==> src/rtl/execute_stage.sv <==
// Execute unit: single-cycle ALU plus a one-bit-per-cycle shifter, both writing into DR and SZCV.
// Build option SHIFT_FAST_EN swaps the iterative shifter for a single-cycle barrel shifter.
//
// state | meaning
// IDLE  | ready for start; ALU ops (and every op when SHIFT_FAST_EN) complete here in one edge
// SHIFT | iterative shift in progress; start is ignored until the last bit is out
module execute_stage #(
    parameter int WIDTH = 16
) (
    input  logic             clock,
    input  logic             reset,
    input  logic             start,
    input  logic [3:0]       op3,
    input  logic [WIDTH-1:0] data_a,
    input  logic [WIDTH-1:0] data_b,
    input  logic [3:0]       shamt,
    output logic             busy,
    output logic             done,
    output logic             wb_en,
    output logic [WIDTH-1:0] result,
    output logic [3:0]       flags
);

    typedef enum logic {IDLE, SHIFT} state_t;

    state_t           state, state_nxt;
    logic [3:0]       cnt, cnt_nxt;
    logic [WIDTH-1:0] work, work_nxt;
    logic [1:0]       sop, sop_nxt;
    logic [WIDTH-1:0] result_nxt;
    logic [3:0]       flags_nxt;
    logic             done_nxt, wb_nxt;

    logic [WIDTH:0]   sum, diff;
    logic [WIDTH-1:0] alu_res;
    logic             alu_c, alu_v, alu_upd, alu_wr, alu_wb;
    logic             go_shift;

    logic [WIDTH-1:0] step_res;
    logic             step_c;

`ifdef SHIFT_FAST_EN
    logic [WIDTH:0]   sh_l, sh_r, sh_a;
    logic [WIDTH-1:0] rot;
    int               rot_amt;
`endif

    assign busy = (state == SHIFT);

    always_comb begin
        sum     = {1'b0, data_a} + {1'b0, data_b};
        diff    = {1'b0, data_a} - {1'b0, data_b};
        alu_res = result;
        alu_c   = 1'b0;
        alu_v   = 1'b0;
        alu_upd = 1'b1;
        alu_wr  = 1'b1;
        alu_wb  = 1'b1;
`ifdef SHIFT_FAST_EN
        // Extra bit beside the operand catches the last bit shifted out.
        sh_l    = {1'b0, data_a} << shamt;
        sh_r    = {data_a, 1'b0} >> shamt;
        sh_a    = $signed({data_a, 1'b0}) >>> shamt;
        rot_amt = int'(shamt) % WIDTH;
        rot     = (data_a << rot_amt) | (data_a >> (WIDTH - rot_amt));
`endif
        case (op3)
            4'd0: begin
                alu_res = sum[WIDTH-1:0];
                alu_c   = sum[WIDTH];
                alu_v   = (data_a[WIDTH-1] == data_b[WIDTH-1]) &&
                          (sum[WIDTH-1] != data_a[WIDTH-1]);
            end
            4'd1, 4'd5: begin
                alu_res = diff[WIDTH-1:0];
                alu_c   = diff[WIDTH];
                alu_v   = (data_a[WIDTH-1] != data_b[WIDTH-1]) &&
                          (diff[WIDTH-1] != data_a[WIDTH-1]);
                if (op3 == 4'd5) begin
                    alu_wr = 1'b0;
                    alu_wb = 1'b0;
                end
            end
            4'd2: alu_res = data_a & data_b;
            4'd3: alu_res = data_a | data_b;
            4'd4: alu_res = data_a ^ data_b;
            4'd6: alu_res = data_b;
`ifdef SHIFT_FAST_EN
            4'd8: begin
                alu_res = sh_l[WIDTH-1:0];
                alu_c   = sh_l[WIDTH];
            end
            4'd9: begin
                alu_res = rot;
                alu_c   = (shamt != 4'd0) && rot[0];
            end
            4'd10: begin
                alu_res = sh_r[WIDTH:1];
                alu_c   = sh_r[0];
            end
            4'd11: begin
                alu_res = sh_a[WIDTH:1];
                alu_c   = sh_a[0];
            end
`else
            // Only reached with shamt == 0; non-zero amounts go to SHIFT.
            4'd8, 4'd9, 4'd10, 4'd11: alu_res = data_a;
`endif
            default: begin
                alu_upd = 1'b0;
                alu_wr  = 1'b0;
                alu_wb  = 1'b0;
            end
        endcase
    end

`ifdef SHIFT_FAST_EN
    assign go_shift = 1'b0;
`else
    assign go_shift = (op3[3:2] == 2'b10) && (shamt != 4'd0);
`endif

    always_comb begin
        step_res = work;
        step_c   = 1'b0;
        case (sop)
            2'd0: begin
                step_res = {work[WIDTH-2:0], 1'b0};
                step_c   = work[WIDTH-1];
            end
            2'd1: begin
                step_res = {work[WIDTH-2:0], work[WIDTH-1]};
                step_c   = work[WIDTH-1];
            end
            2'd2: begin
                step_res = {1'b0, work[WIDTH-1:1]};
                step_c   = work[0];
            end
            default: begin
                step_res = {work[WIDTH-1], work[WIDTH-1:1]};
                step_c   = work[0];
            end
        endcase
    end

    always_comb begin
        state_nxt  = state;
        cnt_nxt    = cnt;
        work_nxt   = work;
        sop_nxt    = sop;
        result_nxt = result;
        flags_nxt  = flags;
        done_nxt   = 1'b0;
        wb_nxt     = 1'b0;
        case (state)
            IDLE: begin
                if (start) begin
                    if (go_shift) begin
                        state_nxt = SHIFT;
                        work_nxt  = data_a;
                        cnt_nxt   = shamt;
                        sop_nxt   = op3[1:0];
                    end else begin
                        done_nxt = 1'b1;
                        wb_nxt   = alu_wb;
                        if (alu_wr) result_nxt = alu_res;
                        if (alu_upd) begin
                            flags_nxt = {alu_res[WIDTH-1], (alu_res == '0), alu_c, alu_v};
                        end
                    end
                end
            end
            SHIFT: begin
                work_nxt = step_res;
                // Terminal count: this edge shifts the final bit.
                if (cnt == 4'd1) begin
                    state_nxt  = IDLE;
                    result_nxt = step_res;
                    flags_nxt  = {step_res[WIDTH-1], (step_res == '0), step_c, 1'b0};
                    done_nxt   = 1'b1;
                    wb_nxt     = 1'b1;
                end else begin
                    cnt_nxt = cnt - 4'd1;
                end
            end
            default: state_nxt = IDLE;
        endcase
    end

    always_ff @(posedge clock or negedge reset) begin
        if (!reset) begin
            state  <= IDLE;
            cnt    <= '0;
            work   <= '0;
            sop    <= '0;
            result <= '0;
            flags  <= '0;
            done   <= 1'b0;
            wb_en  <= 1'b0;
        end else begin
            state  <= state_nxt;
            cnt    <= cnt_nxt;
            work   <= work_nxt;
            sop    <= sop_nxt;
            result <= result_nxt;
            flags  <= flags_nxt;
            done   <= done_nxt;
            wb_en  <= wb_nxt;
        end
    end

endmodule

==> config.mk <==
export PLATFORM = sky130hd
export DESIGN_NAME = execute_stage
export DESIGN_NICKNAME = d
export VERILOG_FILES = /design/src/rtl/execute_stage.sv
export SDC_FILE = /design/constraint.sdc
export NUM_CORES = 1
export LEC_CHECK = 0
export ABC_AREA = 1
export BUFFER_PORTS_ARGS = -buffer_cell sky130_fd_sc_hd__buf_2
export CAP_MARGIN = 25
export CORE_UTILIZATION = 35
export CTS_BUF_LIST = sky130_fd_sc_hd__clkbuf_4
export DETAILED_ROUTE_END_ITERATION = 7
export GPL_ROUTABILITY_DRIVEN = 0
export PLACE_DENSITY = 0.63
export SKIP_CTS_REPAIR_TIMING = 1
export SLEW_MARGIN = 40
export SYNTH_ARGS = -nofsm -noshare
export SYNTH_HDL_FRONTEND = slang
export SYNTH_SLANG_ARGS = --single-unit
==> constraint.sdc <==
create_clock -name clock -period 1.8 [get_ports clock]
set_input_delay 0.36 -clock clock [delete_from_list [all_inputs] [get_ports clock]]
set_output_delay 0.36 -clock clock [all_outputs]
set_load 0.02 [all_outputs]
-- Word level (Yosys, flattened, before mapping)
Cells that the tools add are included.
- flip-flop bits (word level): 45
- bits of input ports: 43
- output and inout port bits: 23
- logic and storage cells: 94
- add/subtract/negate cells: 3
- eq/ne operators: 25
- mux-type cells: 36
- bitwise gates (word level): 4
- reduce and logical (&&, ||, !) cells: 18
- operators by type and width (kind ; number):
    case mux 16 bit (7 select lines) ; 1
    2-to-1 mux 16 bit ; 6
    case mux 16 bit (2 select lines) ; 2
    case mux 16 bit (3 select lines) ; 1
    logical NOT 16 bit ; 2
    2-to-1 mux 4 bit ; 7
    adder 16 x 16 -> 17 bit ; 1
    subtractor 16 x 16 -> 17 bit ; 1
    bitwise AND 16 bit ; 1
    == test 4 bit (second input constant) ; 4
    OR 16 bit ; 1
    case mux 4 bit (2 select lines) ; 2
    bitwise XOR 16 bit ; 1
    == test 4 x 3 -> 1 bit (second input constant) ; 3
    != test 2 bit (second input constant) ; 6
    case mux 1 bit (2 select lines) ; 6
    2-to-1 mux 1 bit ; 11
    OR reduction 11 bit ; 1
    OR reduction 9 bit ; 1
    == test 4 x 1 -> 1 bit (second input constant) ; 2
    == test 4 x 2 -> 1 bit (second input constant) ; 2
    AND reduction 4 bit ; 2
    AND reduction 3 bit ; 2
    == test 2 bit (second input constant) ; 2
    other kinds (13) ; 18

-- Longest topological paths before layout
- depth after elaboration: 8
- depth in mapped cells: 20
- gate-level depth less buffers: 19

-- Worst setup path before layout
OpenSTA, ideal clock, no wires.
- path type: input to register
- start point: input data_a[0]
- end point: register flags[2]
- library setup time: 0.073 ns
- arrival time: 2.012 ns
- required time: 1.727 ns
- slack: -0.285 ns
- stages on the path: 18
- buffers on the path: 0
- cell sequence: ha_1 -> inv_1 -> fa_1 -> inv_1 -> nand2_1 -> nand2_1 -> nand3_1 -> nand2_1 -> nand2_1 -> nand2_1 -> nand2_1 -> nand3_1 -> nand3_1 -> nand2_1 -> nand2_1 -> nor2_1 -> nand2_1 -> a21oi_2
- word-level cells in the longest chain between the ends: 7
- elaborated cells on any way between the ends: 11
- those cells by class: 2 x add/sub; 5 x mux; 3 x bitwise; 1 x reduce/logical
- RTL lines (what ; RTL line ; source):
    start, declared ; 14 ; input logic [WIDTH-1:0] data_a,
    subtractor 16 x 16 -> 17 bit, or another cell as far along ; 52 ; diff = {1'b0, data_a} - {1'b0, data_b};
    case mux 16 bit (7 select lines) (*) ; 67 ; case (op3)
    logical NOT 16 bit (*) ; 168 ; flags_nxt = {alu_res[WIDTH-1], (alu_res == '0), alu_c, alu_v};
    2-to-1 mux 4 bit (*) ; 167 ; if (alu_upd) begin
    2-to-1 mux 4 bit (*) ; 158 ; if (go_shift) begin
    2-to-1 mux 4 bit (*) ; 157 ; if (start) begin
    case mux 4 bit (2 select lines) (*) ; 155 ; case (state)
    end signal, assigned ; 206 ; flags <= flags_nxt;
    end, declared ; 21 ; output logic [3:0] flags
Every way passes the cells marked *; elsewhere a longest branch is shown, timed or not. The select of a mux whose other input is x is not followed.
A chain may end at the register's enable or synchronous reset.

-- Final worst setup path
- start point: input data_b[1]
- end point: register flags[2]
- word-level cells in the longest chain between the ends: 7
- elaborated cells on any way between the ends: 11
- those cells by class: 2 x add/sub; 5 x mux; 3 x bitwise; 1 x reduce/logical
- RTL lines (what ; RTL line ; source):
    start, declared ; 15 ; input logic [WIDTH-1:0] data_b,
    subtractor 16 x 16 -> 17 bit, or another cell as far along ; 52 ;
    case mux 16 bit (7 select lines) (*) ; 67 ;
    logical NOT 16 bit (*) ; 168 ;
    2-to-1 mux 4 bit (*) ; 167 ;
    2-to-1 mux 4 bit (*) ; 158 ;
    2-to-1 mux 4 bit (*) ; 157 ;
    case mux 4 bit (2 select lines) (*) ; 155 ;
Marked as above.

==> results.md <==
- Gate power share: 0.662
- Max-slew headroom: 0.604
- Worst Skew: 22.0 ps
- Layout cells sized above 1: 0.440
- Core footprint: 15800 um2
- Post-synth ARST share: 1.00
- Vias in the first global route: 6389
- Non-filler cells, final: 1406
- Clk pin slew, worst setup/hold paths: 140 ps
- M1 GR Usage: 0.341
- Mapped Area: 5650 um2
- Worst path max stage delay: 400 ps
- I/O Pins: 66
- Switch share: 0.480
- Reg-to-reg critical path endpoint: flags[2]$_DFFE_PN0P_
- Int Power: 4090 uW
- Status: finished, violations left
- CTS Buf Count: 5
- Avg WL per Cell: 15.2 um
- Final layout net count: 1287
- Pleak: 0.00458 uW
- Initial antenna violation count: 0
- # rows: 46
- Clk root buf: clkbuf_4
- H-tree depth: 2
- Most frequent cells in the layout: nand2_1, buf_4, inv_1
- Number of remaining DRC errors: 1
- RSZ-0062 raised after global routing: true
- Diodes inserted: 0
- Worst-Skew Late Latency: 400 ps
- Sequential area share after synthesis: 0.199
- Number of fill cells: 1505
- Syn_area_per_cell: 5.97 um2
- Arr. time, crit path: 2310 ps
- Footprint of the multi-input gates: 4680 um2
- Net switching power: 3780 uW
- Area growth, synth to finish: 57.6%
- DR vias: 7154
- Hold Slack: 40.2 ps
- Period minus WS final: 1990 ps
- FMAX: 504 MHz
- Ys flop type: dfrtp_1
- Detailed placer's ending HPWL: 16900 um
- CP Class: in -> reg
- Crit path top cell by count: nand2_1
- Slowest CP cell: fa_2
- Vias per inst: 5.09
- Worst Path Buf+Inv: 4
- Reg2reg start: busy$_DFF_PN0_
- Starting density of the core: 0.357
- Dpl cells: 1381
- CP top delay family: simple AND/OR/NAND/NOR gates
- Clock power share: 0.102
- Failing checks: design-rule violations, negative setup slack
- Critical path data required time: 2130 ps
- Max cap viols: 0
- CP cell instances: buf_8 -> clkinvlp_4 -> buf_6 -> fa_2 -> inv_2 -> nand2_2 -> nand2_4 -> nand3_1 -> nand3_2 -> nand3_2 -> nand2_1 -> nand2_1 -> nor2_1 -> nand3_1 -> nor2_1 -> nand2_1 -> a21oi_2
- PD cells: 883 nW/um2
- Die area: 16700 um2
- Yosys warns: 0
- CTS tree: built
- Storage element area: 1130 um2
- Syn Nets: 1044
- Chip width: 129 um
- M2 GR Usage: 0.394
- Post-synth cell types: 43
- Finish-stage setup viols: 5
- Gr busiest metal: met2
- GRT Util Overall: 0.250
- Clock Sink Count: 45
- Max-slew violation count: 0
- Number of synthesized flops with an enable pin: 0
- CP endpoint kind: flop
- Iter 0 DRT Violations: 690
- Final hold violations: 0
- Post-place setup slack: -710 ps
- Overflow after GRT: 0
- Routed WL: 21400 um
- DRT antenna net count: 0
- Synthesized flop and latch total: 45
- Crit start category: primary input
- FF-to-FF setup slack: 70 ps
- # port buffers: 65
- Worst vdd ir: 0.538 mV
- Part of the cycle the worst path needs: 1.10
- Final WS setup: -186 ps
- Met3 global-route usage: 0.0256
- Crit path max fanout: 4
- Commonest non-fill, non-tap cell in the layout: nand2_1
- Reg power frac: 0.237
- Pre-Repair DR Iteration Count: 8
- Largest net degree at the start of global routing: 46
- First-pass GRT wire length: 32300 um
- Pwr Total: 7870 uW
- Die height: 129 um
- Worst r2r path cells: 7
- Measured slew at the worst slew-check pin: 594 ps
- Cell count after synthesis: 946
- CTS Buffer Depth: 2
- Min-delay worst type: in -> async
## layer usage
metal | vias to the layer above | wire length [um] | part of all wire
li1 | 3515 | - | -
met1 | 3317 | 9420 | 0.44
met2 | 267 | 9720 | 0.45
met3 | 55 | 1230 | 0.058
met4 | 0 | 1050 | 0.049
met5 | - | 0 | 0
## sequential cells by signal, summed over array words and instances, names as in the netlist
signal,cells
flags,4
result,16
cnt,4
wb_en,1
work,16
done,1
sop,2
busy,1
## metrics by stage
stage	util	setup TNS, ps	area, um2
floorplan	-	-510	5980
global placement	0.494	-9690	7820
detailed placement	0.494	-10670	7820
CTS	0.501	-1860	7930
global route	0.563	-1680	8910
finish	0.563	-396	8910
## layout make-up
cell class / instances / share of cell area
clock buffer: 5 / 0.00421
clock inverter: 3 / 0.00730
inverter: 164 / 0.0741
multi-input combinational: 705 / 0.525
sequential: 45 / 0.127
tap: 216 / 0.0303
timing repair buffer: 268 / 0.233
## worst max path at each step
stage,cells past startpoint,end,startpoint,slack [ps]
4_1_cts,19,flags[2]$_DFFE_PN0P_,data_a[0],-300
5_1_grt,16,flags[2]$_DFFE_PN0P_,data_b[1],-330
3_5_place_dp,19,flags[2]$_DFFE_PN0P_,data_a[0],-710
2_1_floorplan,18,flags[2]$_DFFE_PN0P_,data_b[0],-140
6_report,17,flags[2]$_DFFE_PN0P_,data_b[1],-190
3_3_place_gp,19,flags[2]$_DFFE_PN0P_,data_a[0],-660
## power groups by stage
stage / combinational, uW / sequential (uW) / clock [uW]
CTS: 4640 / 1840 / 805
finish: 5210 / 1860 / 799
detailed placement: 4600 / 1870 / 0
global route: 5730 / 1910 / 854
floorplan: 2610 / 2040 / 0
global placement: 4530 / 1850 / 0
## cell usage after synthesis, drive strengths merged, types with 2 or more instances
cell,instances,share of area
a21oi,29,0.026
o221ai,10,0.015
xor2,2,0.0031
nand4,13,0.014
fa,2,0.0071
nor4,2,0.0022
nor3,10,0.0097
nor2,81,0.060
or2,11,0.012
o21ai,64,0.057
inv,164,0.11
and2,3,0.0033
o21a,6,0.0080
clkbuf,10,0.0066
o22ai,14,0.015
nand2,288,0.20
nand3,101,0.089
buf,22,0.025
ha,53,0.12
dfrtp,45,0.20
o211ai,9,0.012
## logic make-up (layout without fill, tap and decap cells)
kind of cell,after synthesis,count (layout),share of synthesized area
flip-flops,45,45,0.199
adder cells (fa/ha/maj),55,55,0.124
XOR/XNOR,2,2,0.00310
AND/OR/NAND/NOR,510,510,0.389
buffers and inverters,196,440,0.141
AO/OA/AOI/OAI,138,138,0.143
Power figures use the tool's default switching activity.
